**config.mk**
```make
export PLATFORM = sky130hd
export DESIGN_NAME = sipo_deser
export DESIGN_NICKNAME = d
export VERILOG_FILES = /design/src/rtl/sipo_deser_pkg.sv /design/src/rtl/sipo_shreg.sv /design/src/rtl/sipo_deser.sv
export SDC_FILE = /design/constraint.sdc
export NUM_CORES = 1
export LEC_CHECK = 0
export ABC_AREA = 1
export CORE_ASPECT_RATIO = 1.75
export CORE_UTILIZATION = 30
export DETAILED_ROUTE_END_ITERATION = 10
export GPL_ROUTABILITY_DRIVEN = 0
export GPL_TIMING_DRIVEN = 0
export SETUP_SLACK_MARGIN = 0.2
export SYNTH_ARGS = -nofsm -noshare
export SYNTH_HDL_FRONTEND = slang
export SYNTH_SLANG_ARGS = --single-unit
export TNS_END_PERCENT = 100
```
**constraint.sdc**
```tcl
create_clock -name clk -period 1.1 [get_ports clk]
set_input_delay 0.11 -clock clk [delete_from_list [all_inputs] [get_ports clk]]
set_output_delay 0.11 -clock clk [all_outputs]
set_load 0.02 [all_outputs]
```
**src/rtl/sipo_deser_pkg.sv**
```systemverilog
// Shared constants and helpers for the serial-to-parallel deserializer.
// Bit-order mode values and the counter width function live here.
package sipo_deser_pkg;

    localparam bit MODE_MSB_FIRST = 1'b1;
    localparam bit MODE_LSB_FIRST = 1'b0;

    // Width needed to hold 0..value-1; at least 1 for any legal word length.
    function automatic int sipo_clog2(input int value);
        int r;
        int v;
        r = 0;
        v = value - 1;
        while (v > 0) begin
            r++;
            v = v >> 1;
        end
        return r;
    endfunction

endpackage

```
**src/rtl/sipo_shreg.sv**
```systemverilog
// WIDTH-bit serial shift register with enable, selectable direction,
// synchronous clear and asynchronous active-low clear.
module sipo_shreg
    import sipo_deser_pkg::*;
#(
    parameter int WIDTH     = 8,
    parameter bit MSB_FIRST = MODE_MSB_FIRST
) (
    input  logic             clk,
    input  logic             clr,
    input  logic             flush,
    input  logic             en,
    input  logic             in,
    output logic [WIDTH-1:0] shreg,
    output logic [WIDTH-1:0] shreg_nxt
);

    // The post-shift value is exported so the wrapper can capture a word
    // at the same edge that samples its final bit.
    always_comb begin
        shreg_nxt = shreg;
        if (MSB_FIRST) begin
            shreg_nxt = {shreg[WIDTH-2:0], in};
        end else begin
            shreg_nxt = {in, shreg[WIDTH-1:1]};
        end
    end

    always_ff @(posedge clk or negedge clr) begin
        if (!clr) begin
            shreg <= '0;
        end else if (flush) begin
            shreg <= '0;
        end else if (en) begin
            shreg <= shreg_nxt;
        end
    end

endmodule

```
**src/rtl/sipo_deser.sv**
```systemverilog
// Serial-to-parallel deserializer: frames WIDTH-bit words from a qualified
// bit stream and offers them through a valid/ready holding register.
module sipo_deser
    import sipo_deser_pkg::*;
#(
    parameter int  WIDTH     = 8,
    parameter bit  MSB_FIRST = MODE_MSB_FIRST,
    localparam int CW        = sipo_clog2(WIDTH)
) (
    input  logic             clk,
    input  logic             clr,
    input  logic             flush,
    input  logic             in,
    input  logic             in_valid,
    output logic [WIDTH-1:0] shift_out,
    output logic [CW-1:0]    bit_cnt,
    output logic [WIDTH-1:0] data_out,
    output logic             out_valid,
    input  logic             out_ready,
    output logic             overrun
);

    localparam logic [CW-1:0] LAST_BIT = CW'(WIDTH - 1);

    logic [WIDTH-1:0] shreg_nxt;
    logic             word_done;
    logic             hold_free;

    sipo_shreg #(
        .WIDTH     (WIDTH),
        .MSB_FIRST (MSB_FIRST)
    ) u_shreg (
        .clk       (clk),
        .clr       (clr),
        .flush     (flush),
        .en        (in_valid),
        .in        (in),
        .shreg     (shift_out),
        .shreg_nxt (shreg_nxt)
    );

    assign word_done = in_valid && (bit_cnt == LAST_BIT);
    // A consumer draining the register this cycle frees it for the new word.
    assign hold_free = !out_valid || out_ready;

    always_ff @(posedge clk or negedge clr) begin
        if (!clr) begin
            bit_cnt   <= '0;
            data_out  <= '0;
            out_valid <= 1'b0;
            overrun   <= 1'b0;
        end else if (flush) begin
            bit_cnt   <= '0;
            data_out  <= '0;
            out_valid <= 1'b0;
            overrun   <= 1'b0;
        end else begin
            if (in_valid) begin
                bit_cnt <= word_done ? '0 : bit_cnt + CW'(1);
            end
            if (word_done && hold_free) begin
                data_out  <= shreg_nxt;
                out_valid <= 1'b1;
            end else begin
                if (word_done) begin
                    overrun <= 1'b1;
                end
                if (out_valid && out_ready) begin
                    out_valid <= 1'b0;
                end
            end
        end
    end

endmodule

```
==> results.ini <==
[grt]
grt.overflow.total = 0
track_usage_pct = 14.2
grt_pass1_vias = 824
antenna_found_initial = 0
grt_pass1_wl_um = 3510
use_met2_pct = 25.7
grt_max_degree = 22
grt_busiest_layer = met2
met3_usage_pct = 1.44
gr-usage-met1_pct = 16.9

[layout]
final_cell_mix = nand2_1, dfrtp_1, buf_6, buf_4, inv_1
n_antenna_cell = 0
final_common_cell = nand2_1
n_fill_cell = 288
fin_nets = 157
drive_gt1_share_pct = 38.5
syn_to_final_growth_pct = 58.0

[logic_synthesis]
ys_warn_count = 0
synth.distinct_cells = 14
syn_inst = 107
synth-seq-cells = 21
syn_area_per_cell_um2 = 8.52
synth_nets = 115
seq_area_frac_synth_pct = 57.6
syn_area_um2 = 912

[timing]
rsz0062_at_grt = true
hold_viol_final = 0
setup_viol = 10
min_period_ns = 1.18
fmax_mhz = 846
max_slew.worst_pin.slew_ns = 0.525
finalMaxSlewViolations = 0
worst_slack_ns = -0.0816
maxSlewHeadroom_pct = 65.0
worst_hold_slack_ns = 0.360
finalCritPeriodShare_pct = 107
worst_clock_skew_ns = 0.00204

[pwr]
p_comb_share_pct = 9.5
switching_share_pct = 22.7
p_leak_nw = 0.726
internal_power_mw = 1.09
p_seq_share_pct = 56.2
p_sw_uw = 320
clockPowerShare_pct = 34.2
p_per_area_nw_per_um2 = 980
ir_worst_vdd_mv = 0.899

[drt]
wl_per_cell_um = 11.6
vias_per_cell = 4.56
drt_iter0_markers = 32
routed_wl_um = 2040
vias = 802
drtPass1Iterations = 7
ant_nets = 0
drc = 2

[placed_design]
hpwl_um = 1520
port_buffers = 26
place_ws_ns = -0.287

[cts]
clockRootBuffer = clkbuf_8
cts_max_level = 1
clockBufferDepth = 2
cts_buffers = 3
cts_tree = yes
clkTransAtPathRegs_ns = 0.07
cts.sinks = 21
clk_latency_ns = 0.25

[floorplanning]
die_x_um = 43.7
dieArea_um2 = 3270
initial_utilization_pct = 31.5
die_h_um = 74.9
ioPinCount = 27
rows = 26
core_um2 = 2900

[job]
cap_violations = 0

[hold_path]
min_path_type = in2async

[status]
violations = design-rule violations, negative setup slack
outcome = finished, violations left

[setup_path]
worstPathMaxFanout = 8
cp-start-kind = flip-flop
cp-end-kind = flip-flop
path_class = reg2reg
crit_arrival_ns = 1.37
crit_required_ns = 1.29

==> flip-flops by register name, indices dropped and copies added (netlist names) <==
| signal | count |
|---|---|
| data_out | 8 |
| u_shreg.shreg | 8 |
| overrun | 1 |
| bit_cnt | 3 |
| out_valid | 1 |
==> synthesized netlist by cell type <==
cell     number  area (µm²)
nand2_1      31         116
dfrtp_1      21         526
inv_1        12        45.0
nand3_1      10        50.1
nor2_1        9        33.8
o21ai_1       9        45.0
inv_2         4        15.0
a21oi_1       2        10.0
buf_2         2        10.0
ha_1          2        25.0
nand2_2       2        12.5
nand4_1       1        6.26
nor2_2        1        6.26
nor2_4        1        11.3
==> cell type report <==
cell class	count	area, µm²	area share (%)
timing repair buffer	37	355	24.7
clock buffer	4	45.0	3.13
multi-input combinational	68	399	27.7
sequential	21	529	36.7
inverter	16	62.6	4.34
tap	28	35.0	2.43
buffer	2	15.0	1.04
==> final timing paths <==
kind                                  start               end  slack [ns]  cells after the start
max                              bit_cnt[0]       data_out[3]       -0.08                      7
min                                     clr       data_out[3]        0.36                      2
max reg2reg                      bit_cnt[0]       data_out[3]       -0.08                      7
min reg2reg                u_shreg.shreg[7]  u_shreg.shreg[7]        0.51                      2
max in group asynchronous               clr        bit_cnt[2]        0.35                      2
min in group clk                   in_valid        bit_cnt[2]        0.36                      3
==> worst max-delay path, stage by stage (launching register included) <==
cell and delay [ns]:
dfrtp_2 0.43, ha_4 0.17, ha_4 0.16, nand2_4 0.09, inv_4 0.05, nand2_8 0.08
nand3_2 0.07, nand2_1 0.07
==> timing repair <==
| item | 4_1_cts | 5_1_grt |
|---|---|---|
| hold buffers | 0 | 1 |
| setup buffers | 7 | 3 |
| resized for setup | 122 | 12 |
| endpoints found under the setup margin | 63 | 56 |
| pin swaps | 3 | 5 |
| endpoints found under the hold margin | 0 | 21 |
==> through the flow <==
stage / TNS [ns] / cell area [µm²] / utilization, % / cells / power [mW]
after floorplan: -0.601 / 955 / - / 107 / 0.868
after global placement: -6.34 / 1250 / 43.2 / 161 / 0.940
after detailed placement: -6.99 / 1250 / 43.2 / 161 / 0.942
after CTS: -0.658 / 1380 / 47.8 / 172 / 1.44
after global routing: -1.24 / 1440 / 49.8 / 176 / 1.49
final: -0.622 / 1440 / 49.8 / 176 / 1.41
==> metal layers <==
| layer | routed length [µm] | vias to the layer above |
|---|---|---|
| met4 | 25 | 0 |
| met5 | 0 | - |
| met1 | 866 | 376 |
| met3 | 47 | 2 |
| met2 | 1100 | 12 |
| li1 | - | 412 |
==> power by group through the flow <==
stage | clock (mW) | sequential [mW] | combinational (mW)
after floorplan | 0 | 0.821 | 0.0465
after global placement | 0 | 0.809 | 0.131
after detailed placement | 0 | 0.809 | 0.134
after CTS | 0.513 | 0.794 | 0.135
after global routing | 0.538 | 0.795 | 0.151
final | 0.483 | 0.794 | 0.135
==> cell families (layout without fill, tap and decap cells) <==
family                   after synthesis  in the layout  share of synthesized area, %
AO/OA/AOI/OAI                         11             11                          6.04
adder cells (fa/ha/maj)                2              2                          2.74
buffers and inverters                 18             59                          7.68
flip-flops                            21             21                          57.6
AND/OR/NAND/NOR                       55             55                          25.9
Note: power is estimated with default switching activity, not from simulation.
